`src/rtl/bullet_pkg.sv`:
```
// Shared types and widths for the bullet overlay stage.
package bullet_pkg;

  localparam int unsigned X_W   = 10;
  localparam int unsigned CNT_W = 11;

  typedef enum logic [1:0] {
    StIdle    = 2'd0,
    StFly     = 2'd1,
    StExplode = 2'd2,
    StSpent   = 2'd3
  } bullet_state_e;

endpackage

```
`src/rtl/bullet_channel_fsm.sv`:
```
// One bullet channel: IDLE/FLY/EXPLODE/SPENT state machine plus its draw-region decode.
module bullet_channel_fsm
  import bullet_pkg::*;
#(
  parameter int unsigned BULLET_SIZE    = 4,
  parameter int unsigned EXPLODE_SIZE   = 8,
  parameter int unsigned EXPLODE_FRAMES = 8
) (
  input  logic             clk,
  input  logic             rst,
  input  logic [X_W-1:0]   pos_x,
  input  logic [X_W-1:0]   pos_y,
  input  logic             hit,
  input  logic             frame_tick,
  input  logic [CNT_W-1:0] hcount,
  input  logic [X_W-1:0]   vcount,
  output logic             draw_fly,
  output logic             draw_explode,
  output logic             active
);

  localparam logic [CNT_W-1:0] BSize = CNT_W'(BULLET_SIZE);
  localparam logic [CNT_W-1:0] Half  = CNT_W'(EXPLODE_SIZE / 2);
  localparam logic [7:0]       NFrm  = 8'(EXPLODE_FRAMES);

  bullet_state_e  state_q, state_d;
  logic [X_W-1:0] ex_q, ex_d, ey_q, ey_d;
  logic [7:0]     cnt_q, cnt_d;
  logic           pos_zero;

  assign pos_zero = (pos_x == '0) && (pos_y == '0);

  always_comb begin
    state_d = state_q;
    ex_d    = ex_q;
    ey_d    = ey_q;
    cnt_d   = cnt_q;
    unique case (state_q)
      StIdle: begin
        if (!pos_zero) begin
          state_d = StFly;
          ex_d    = pos_x;
          ey_d    = pos_y;
        end
      end
      StFly: begin
        // Never latch (0,0): a hit coinciding with exit explodes at the last real position.
        if (!pos_zero) begin
          ex_d = pos_x;
          ey_d = pos_y;
        end
        if (hit) begin
          state_d = StExplode;
          cnt_d   = '0;
        end else if (pos_zero) begin
          state_d = StIdle;
        end
      end
      StExplode: begin
        if (frame_tick) begin
          cnt_d = cnt_q + 8'd1;
          if (cnt_d == NFrm) state_d = StSpent;
        end
      end
      StSpent: begin
        if (pos_zero) state_d = StIdle;
      end
      default: state_d = StIdle;
    endcase
  end

  always_ff @(posedge clk) begin
    if (rst) begin
      state_q <= StIdle;
      ex_q    <= '0;
      ey_q    <= '0;
      cnt_q   <= '0;
    end else begin
      state_q <= state_d;
      ex_q    <= ex_d;
      ey_q    <= ey_d;
      cnt_q   <= cnt_d;
    end
  end

  logic [CNT_W-1:0] px, py, hc, vc, exw, eyw, el, et, er, eb;

  always_comb begin
    px  = CNT_W'(pos_x);
    py  = CNT_W'(pos_y);
    hc  = hcount;
    vc  = CNT_W'(vcount);
    exw = CNT_W'(ex_q);
    eyw = CNT_W'(ey_q);
    el  = (exw >= Half) ? exw - Half : '0;
    et  = (eyw >= Half) ? eyw - Half : '0;
    er  = exw + Half;
    eb  = eyw + Half;
    draw_fly = (state_q == StFly) && (hc >= px) && (hc < px + BSize)
               && (vc >= py) && (vc < py + BSize);
    draw_explode = (state_q == StExplode) && (hc >= el) && (hc < er)
                   && (vc >= et) && (vc < eb);
    active = (state_q == StFly) || (state_q == StExplode);
  end

endmodule

```
`src/rtl/bullet_overlay_draw.sv`:
```
// Draw-chain stage overlaying N bullet channels onto the pixel stream with one cycle of latency.
module bullet_overlay_draw
  import bullet_pkg::*;
#(
  parameter int unsigned N_BULLETS      = 2,
  parameter int unsigned BULLET_SIZE    = 4,
  parameter int unsigned EXPLODE_SIZE   = 8,
  parameter int unsigned EXPLODE_FRAMES = 8,
  parameter logic [11:0] BULLET_RGB     = 12'h000,
  parameter logic [11:0] EXPLODE_RGB    = 12'hF80
) (
  input  logic                     clk,
  input  logic                     rst,
  input  logic [10*N_BULLETS-1:0]  bullet_x,
  input  logic [10*N_BULLETS-1:0]  bullet_y,
  input  logic [N_BULLETS-1:0]     bullet_hit,
  input  logic                     hblnk,
  input  logic                     vblnk,
  input  logic                     hsync,
  input  logic                     vsync,
  input  logic [10:0]              hcount,
  input  logic [9:0]               vcount,
  input  logic [11:0]              rgb,
  output logic                     hblnk_out,
  output logic                     vblnk_out,
  output logic                     hsync_out,
  output logic                     vsync_out,
  output logic [10:0]              hcount_out,
  output logic [9:0]               vcount_out,
  output logic [11:0]              rgb_out,
  output logic [N_BULLETS-1:0]     bullet_active_out
);

  logic                 vblnk_q;
  logic                 frame_tick;
  logic [N_BULLETS-1:0] draw_fly, draw_explode, active;
  logic [11:0]          pix;

  assign frame_tick = vblnk & ~vblnk_q;

  for (genvar i = 0; i < N_BULLETS; i++) begin : g_ch
    bullet_channel_fsm #(
      .BULLET_SIZE    (BULLET_SIZE),
      .EXPLODE_SIZE   (EXPLODE_SIZE),
      .EXPLODE_FRAMES (EXPLODE_FRAMES)
    ) u_ch (
      .clk          (clk),
      .rst          (rst),
      .pos_x        (bullet_x[10*i +: 10]),
      .pos_y        (bullet_y[10*i +: 10]),
      .hit          (bullet_hit[i]),
      .frame_tick   (frame_tick),
      .hcount       (hcount),
      .vcount       (vcount),
      .draw_fly     (draw_fly[i]),
      .draw_explode (draw_explode[i]),
      .active       (active[i])
    );
  end

  // Scan from the highest channel down so the lowest covering index has the last word.
  always_comb begin
    pix = rgb;
    for (int i = N_BULLETS - 1; i >= 0; i--) begin
      if (draw_fly[i])          pix = BULLET_RGB;
      else if (draw_explode[i]) pix = EXPLODE_RGB;
    end
    if (hblnk || vblnk) pix = rgb;
  end

  assign bullet_active_out = active;

  always_ff @(posedge clk) begin
    if (rst) begin
      vblnk_q    <= 1'b0;
      hblnk_out  <= 1'b0;
      vblnk_out  <= 1'b0;
      hsync_out  <= 1'b0;
      vsync_out  <= 1'b0;
      hcount_out <= '0;
      vcount_out <= '0;
      rgb_out    <= '0;
    end else begin
      vblnk_q    <= vblnk;
      hblnk_out  <= hblnk;
      vblnk_out  <= vblnk;
      hsync_out  <= hsync;
      vsync_out  <= vsync;
      hcount_out <= hcount;
      vcount_out <= vcount;
      rgb_out    <= pix;
    end
  end

endmodule

```
`config.mk`:
```
export PLATFORM = sky130hd
export DESIGN_NAME = bullet_overlay_draw
export DESIGN_NICKNAME = d
export VERILOG_FILES = /design/src/rtl/bullet_pkg.sv /design/src/rtl/bullet_channel_fsm.sv /design/src/rtl/bullet_overlay_draw.sv
export SDC_FILE = /design/constraint.sdc
export NUM_CORES = 1
export LEC_CHECK = 0
export BUFFER_PORTS_ARGS = -buffer_cell sky130_fd_sc_hd__buf_2
export CAP_MARGIN = 30
export CORE_ASPECT_RATIO = 1.75
export CORE_MARGIN = 5
export CORE_UTILIZATION = 40
export CTS_CLUSTER_SIZE = 14
export DETAILED_ROUTE_END_ITERATION = 12
export GPL_TIMING_DRIVEN = 1
export HOLD_SLACK_MARGIN = 0.02
export PLACE_DENSITY = 0.67
export SETUP_SLACK_MARGIN = 0.02
export SLEW_MARGIN = 20
export SYNTH_ARGS = -nofsm -noshare
export SYNTH_HDL_FRONTEND = slang
export SYNTH_SLANG_ARGS = --single-unit
```
`constraint.sdc`:
```
create_clock -name clk -period 5.6 [get_ports clk]
set_input_delay 0.28 -clock clk [delete_from_list [all_inputs] [get_ports clk]]
set_output_delay 0.28 -clock clk [all_outputs]
set_load 0.03 [all_outputs]
```
==> key figures, run 1 <==
Status
  • Status: finished clean

Route
  • WL final: about 25 mm
  • Initial DRC Count: 373
  • Drt pass-1 iters: 5
  • # DRC: 0
  • Wire length per cell: 16.6 microns
  • Via density: around 5.5
  • Routed via count: roughly 8,500
  • Final ANT Viol Nets: 0

STA
  • RSZ-0062 raised after global routing: no
  • Final slew viol count: 0
  • Final worst path period need: between 3 and 4 ns
  • Period utilization: 67.6%
  • Slew HR: about two fifths
  • Hold_ws: 0.138 ns
  • F_max: around 260 MHz
  • Setup total negative slack: 0 ns
  • Worst-Margin Slew: between 0.8 and 0.9 ns
  • Fin Clk Skew: between 0.01 and 0.015 ns
  • Finish-stage setup viols: 0
  • Final Hold Fails: 0

Power
  • Sw Ratio: between 30% and 40%
  • Comb pwr share: about a third
  • Pint: between 0.001 and 0.0015 W
  • Power Total: roughly 0.0022 W
  • Share of power burned in registers: around 36%
  • Net Switching: between 0.0007 and 0.0008 W
  • Part of the power in the clock network: ~28%
  • Pwr Density: approximately 210 nW/um^2
  • Max IR drop VDD: about 0.12 mV
  • Leakage: around 4.7 nW

Floorplan
  • Die X: roughly 120 microns
  • Die H: approximately 210 microns
  • Row cnt: 73
  • Io pins: 120
  • Die Area: 25,900 sq um
  • Core Region: 22,600 sq um
  • Initial core utilization: between 40% and 50%

Yosys
  • Synthesis-stage register bit count: slightly below 100
  • Register area share after synthesis: 21.4%
  • Synth cell types: 63
  • Syn nets: roughly 1,400
  • Number of synthesized flops with an enable pin: 0
  • Mapped Area: 9070 sq um
  • YS warnings: 0
  • Primary FF master, synth: dfxtp_1
  • Cell count after synthesis: 1,148
  • Async SR Flop Fraction: 0%
  • Avg Inst Size Synth: between 7 and 8 sq um

Global route
  • Grt ovf: 0
  • Initial antenna violation count: 0
  • First-pass GRT wire length: about 41 mm
  • Pin count of the biggest net entering global routing: approximately 50
  • GRT Total Usage: 20.0%
  • Vias in the first global route: around 8,400

Place
  • Detailed placement HPWL: 20.2 mm
  • Port Buffer Count: between 100 and 150
  • Routability Congestion: between 0.8 and 0.9

Min path
  • Worst Hold Depth: 2
  • Hold Path Class: in2reg

Finish
  • Layout fillers: 2,302
  • Layout cells sized above 1: 12.7%
  • Final #Nets: 1,501
  • Area growth syn-to-layout: 12.1%
  • ANT cells: 0

Worst setup path
  • Critical Path Sink Type: flop
  • Critical Path AT: about 4 ns
  • Maximum net fanout on the critical path: 9
  • Worst setup path category: reg2reg
  • Reg2reg path depth: 14
  • Data required, critical path: 5.83 ns
  • Crit start category: flop

Clock tree
  • Skew-Pair Late Insertion Delay: roughly 0.37 ns
  • Hold Buf Count CTS: 0
  • CTS tree: done
  • CTS H-Tree Depth: 3
  • Setup bufs post-CTS: 0
  • Clk buf depth: 2
  • Root Buffer: clkbuf_16
  • Clock Sinks: between 90 and 100
  • CTS Buf Count: 9
  • Clk slew on worst S/H paths: around 0.060 ns
  • CTS-repair resized insts: 0

Job
  • Number of max-cap violations: 0
==> path summary, 6_finish.rpt <==
check,slack (ns),endpoint,startpoint
max,1.81,rgb_out[9],g_ch[1].u_ch.ey_q[2]
min,0.14,vsync_out,vsync
max reg2reg,1.81,rgb_out[9],g_ch[1].u_ch.ey_q[2]
min reg2reg,0.49,g_ch[0].u_ch.ey_q[1],g_ch[0].u_ch.ey_q[1]
==> placed cells by master, fill, tap and decap left out, drive strengths merged, types with 11 or more instances in the layout <==
master	n
buf	123
nor3	31
nor2b	36
nor4	18
xor2	31
dfxtp	97
and3	15
xnor2	41
nor3b	16
a21o	16
o21ai	44
nor2	64
nand2b	11
nand4	13
inv	77
clkbuf	11
nand3	51
a21oi	98
nand2	148
ha	184
==> power by group through the flow <==
stage	Combinational, W	Clock [W]	Sequential, W
floorplan	0.000546	0	0.000799
global placement	0.000746	0	0.000804
detailed placement	0.000765	0	0.000806
CTS	0.000771	0.000645	0.000790
global route	0.000879	0.000666	0.000797
finish	0.000766	0.000621	0.000790
==> critical path, cell delays in order (launching register included) <==
cell	delay, ns
dfxtp_1	0.52
ha_1	0.20
or4b_4	0.47
o41ai_1	0.33
clkbuf_2	0.24
nand2_1	0.07
ha_1	0.28
o211a_1	0.22
a2111oi_0	0.37
o21ai_0	0.14
a31oi_1	0.16
a311oi_1	0.10
and3_1	0.23
o21ai_2	0.20
a21oi_1	0.10
==> routing by layer <==
layer | global-route usage [%] | share of wire [%]
met5 | 0 | 0
met3 | 4.71 | 6.4
met2 | 34.7 | 49
met4 | 10.1 | 4.7
met1 | 22.2 | 40
==> per-stage QoR <==
stage | std cells | area [sq um] | setup slack [ns] | utilization, %
6_report | 1539 | 10200 | 1.81 | 45.1
5_1_grt | 1539 | 10200 | 1.53 | 45.1
4_1_cts | 1537 | 10100 | 1.45 | 45.0
3_5_place_dp | 1523 | 9860 | 1.47 | 43.7
3_3_place_gp | 1523 | 9860 | 1.54 | 43.7
2_1_floorplan | 1148 | 9070 | 1.99 | -
==> registers in the layout (all words and copies together) (netlist names) <==
| signal | cells |
|---|---|
| g_ch.u_ch.ex_q | 20 |
| g_ch.u_ch.ey_q | 20 |
| g_ch.u_ch.cnt_q | 16 |
| rgb_out | 12 |
| hcount_out | 11 |
| vcount_out | 10 |
| g_ch.u_ch.state_q | 4 |
| hblnk_out | 1 |
| hsync_out | 1 |
| vblnk_q | 1 |
| vsync_out | 1 |
==> cell usage after synthesis (all sizes together) (5+ instances only) <==
library cell | instances | area (sq um)
a2111oi | 5 | 43.8
a211oi | 9 | 67.6
a21o | 16 | 120
a21oi | 98 | 490
a22oi | 6 | 45.0
a31oi | 10 | 62.6
and3 | 15 | 93.8
buf | 11 | 66.3
clkbuf | 36 | 135
dfxtp | 97 | 1940
ha | 184 | 2300
inv | 77 | 289
nand2 | 148 | 556
nand2b | 11 | 68.8
nand3 | 51 | 255
nand4 | 13 | 81.3
nor2 | 64 | 240
nor2b | 36 | 225
nor3 | 31 | 170
nor3b | 16 | 120
nor4 | 18 | 134
nor4b | 5 | 50.0
o211ai | 8 | 65.1
o21a | 9 | 67.6
o21ai | 44 | 224
o31ai | 5 | 37.5
or3 | 6 | 37.5
xnor2 | 41 | 359
xor2 | 31 | 272
==> final cells by class <==
| cell class | count | area (sq um) | area share (%) |
|---|---|---|---|
| timing repair buffer | 124 | 643 | 6.32 |
| multi-input combinational | 927 | 6640 | 65.3 |
| inverter | 77 | 289 | 2.84 |
| clock inverter | 4 | 45.0 | 0.443 |
| sequential | 97 | 1940 | 19.1 |
| clock buffer | 10 | 239 | 2.35 |
| tap | 300 | 375 | 3.69 |
==> cell families after synthesis <==
family	synth area share, %
compound gates	17.4
flops	21.4
xor+xnor	6.95
buf+inv	5.41
simple gates	23.5
fa+ha+maj	25.4
Power figures use the tool's default switching activity.
==> run 2: changes to the inputs <==
- clock period: 5.6 -> 3.85 ns (I/O delays scaled with it)
==> run 2 against run 1 <==
Net effect:
- via count about the same
- maximum frequency increased by 4.2%
- register-to-register slack got worse by 1.6 ns
- clock-buffer cell count increased by 4
- first-iteration DRC count increased by 24%
- clock skew decreased by 0.0015 ns
- final cell count increased by 0.39%
- hold slack got worse by 0.092 ns
- core utilization increased by 0.13 points
==> key figures, run 2 (synthesized netlist as in run 1, its figures left out) <==
Status
  • Status: finished clean

Worst setup path
  • Maximum net fanout on the critical path: 7 (-2)
  • Worst r2r src: g_ch[1].u_ch.ey_q[3]
  • Data required, critical path: 4.13 ns (-1.70 ns)
  • Reg2reg path depth: 15 (+1)
  • Most used cell, CP: ha_1
  • Crit-path max cell delay: 0.47 ns (-0.05 ns)
  • Critical path's slowest cell: or4b_4
  • Critical Path AT: 3.92 ns (-0.09 ns)
  • Worst setup path category: reg2reg
  • Cell chain of the critical path: inv_1 > ha_1 > or4b_4 > o41ai_1 > buf_4 > nand2_1 > ha_1 > o211a_1 > a2111oi_1 > o21ai_0 > a31oi_1 > a311oi_1 > nand3_1 > a41oi_4 > nor3b_1
  • WP depth: 15 (+1)
  • CP top delay family: compound AO/OA/AOI/OAI gates
  • Buf/Inv on CP: 2 (+1)
  • Critical Path Sink Type: flop
  • Critical path origin: g_ch[1].u_ch.ey_q[3]
  • Crit start category: flop

Global route
  • Vias in the first global route: 8,299 (-1.2%)
  • Grt ovf: 0 (unchanged)
  • First-pass GRT wire length: 41.4 mm (+1.4%)
  • Initial antenna violation count: 0 (unchanged)
  • Pin count of the biggest net entering global routing: 45 (-12%)
  • GRT Total Usage: 20.2% (+0.25 points)

Finish
  • Commonest cells after routing, fill and taps aside: 184 x ha_1, 148 x nand2_1, 119 x buf_2, 98 x a21oi_1, 97 x dfxtp_1
  • Layout cells sized above 1: 13.0% (+0.34 points)
  • Area growth syn-to-layout: 12.5%
  • Most common cell after layout, fill and taps aside: ha_1
  • Final Util: 45.2% (+0.13 points)
  • Final #Nets: 1,505 (+0.27%)
  • ANT cells: 0 (unchanged)
  • Layout fillers: 2,284 (-0.78%)
  • Largest regs: g_ch.u_ch.ex_q x20, g_ch.u_ch.ey_q x20, g_ch.u_ch.cnt_q x16

Route
  • Wire length per cell: 16.8 microns (+1.7%)
  • Via density: 5.50 (-0.48%)
  • WL final: 26.0 mm (+2.1%)
  • Drt pass-1 iters: 5 (unchanged)
  • Routed via count: 8,495 (-0.094%)
  • Final ANT Viol Nets: 0 (unchanged)
  • Initial DRC Count: 462 (+24%)
  • # DRC: 0 (unchanged)

STA
  • RSZ-0062 raised after global routing: no
  • Final Hold Fails: 0 (unchanged)
  • Final worst path period need: 3.64 ns (-0.151 ns)
  • Finish-stage setup viols: 0 (unchanged)
  • Worst-Margin Slew: 0.903 ns (+0.0214 ns)
  • Fin Clk Skew: 0.00934 ns (-0.00146 ns)
  • Slew HR: 39.8% (-0.88 points)
  • Final slew viol count: 0 (unchanged)
  • F_max: 275 MHz (+4.2%)
  • Period utilization: 94.4% (+27 points)
  • Setup total negative slack: 0 ns (unchanged)

Min path
  • Worst Hold Depth: 2 (unchanged)
  • Worst hold start: vsync
  • Hold Path Class: in2reg

Floorplan
  • Io pins: 120 (unchanged)
  • Initial core utilization: 40.2% (unchanged)
  • Die Area: 25,900 sq um (unchanged)
  • Row cnt: 73 (unchanged)
  • Core Region: 22,600 sq um (unchanged)
  • Die H: 209 microns (unchanged)
  • Die X: 124 microns (unchanged)

Power
  • Max IR drop VDD: 0.175 mV (+48%)
  • Pwr Density: 309 nW/um^2 (+44%)
  • Leakage: 4.67 nW (+0.22%)

Place
  • Port Buffer Count: 119 (unchanged)
  • Routability Congestion: 0.936 (+5.6%)
  • Detailed placement HPWL: 20.4 mm (+0.91%)

Job
  • Number of max-cap violations: 0 (unchanged)

Clock tree
  • Clk buf depth: 2 (unchanged)
  • CTS tree: done
  • CTS Buf Count: 9 (unchanged)
  • Root Buffer: clkbuf_16
  • CTS H-Tree Depth: 3 (unchanged)
  • Skew-Pair Late Insertion Delay: 0.37 ns (about the same)
  • Clock Sinks: 97 (unchanged)
  • Clk slew on worst S/H paths: 0.06 ns (about the same)
==> run 2: cell count changes in the layout (fill, tap and decap cells not counted), sizes merged <==
cell | previous run | this run
bufinv | 1 | 0
clkinvlp | 0 | 1
clkinv | 3 | 1
clkbuf | 11 | 14
buf | 123 | 128
==> run 2: final cells by class <==
type                    count  area (sq um)  area share (%)
multi-input cells         927          6650            65.2
flip-flops and latches     97          1940            19.0
clock inverters             2          12.5           0.123
clock buffers              14           264            2.59
well taps                 300           375            3.68
inverters                  77           289            2.83
repair buffers            128           663            6.50
==> run 2: metal layers <==
metal / routed length (microns) / global-route usage [%]
met1: 11000 / 23.8
met3: 1180 / 3.36
met4: 965 / 8.18
met2: 12900 / 35.7
met5: 0 / 0
==> run 2: stage by stage <==
stage          cell area (sq um)  hold slack, ns  setup slack (ns)  instances  power (W)
4_1_cts                    10200          0.0436             0.223       1545    0.00317
5_1_grt                    10200          0.0550            0.0278       1545    0.00338
6_report                   10200          0.0461             0.214       1545    0.00315
3_5_place_dp                9910           0.417             0.237       1529    0.00229
3_3_place_gp                9910           0.410             0.337       1529    0.00227
2_1_floorplan               9070           0.321             0.242       1148    0.00196
==> run 2: worst paths after layout <==
check	slack (ns)	end
max	0.21	rgb_out[1]
min	0.05	vsync_out
max reg2reg	0.21	rgb_out[1]
min reg2reg	0.49	g_ch[0].u_ch.ex_q[1]
==> run 2: timing repair <==
action                     in CTS  in global routing
buffers inserted                0                  0
setup endpoints to repair       0                  7
hold endpoints to repair        0                  0
resized for setup               0                  3
hold buffers                    0                  0
==> run 2: where the power goes <==
| part | total [W] | internal [W] | switching [W] |
|---|---|---|---|
| clock network | 0.000873 | 0.000474 | 0.000399 |
| logic | 0.00113 | 0.000457 | 0.000677 |
| registers | 0.00114 | 0.00107 | 0.0000769 |
| total | 0.00315 | 0.00200 | 0.00115 |
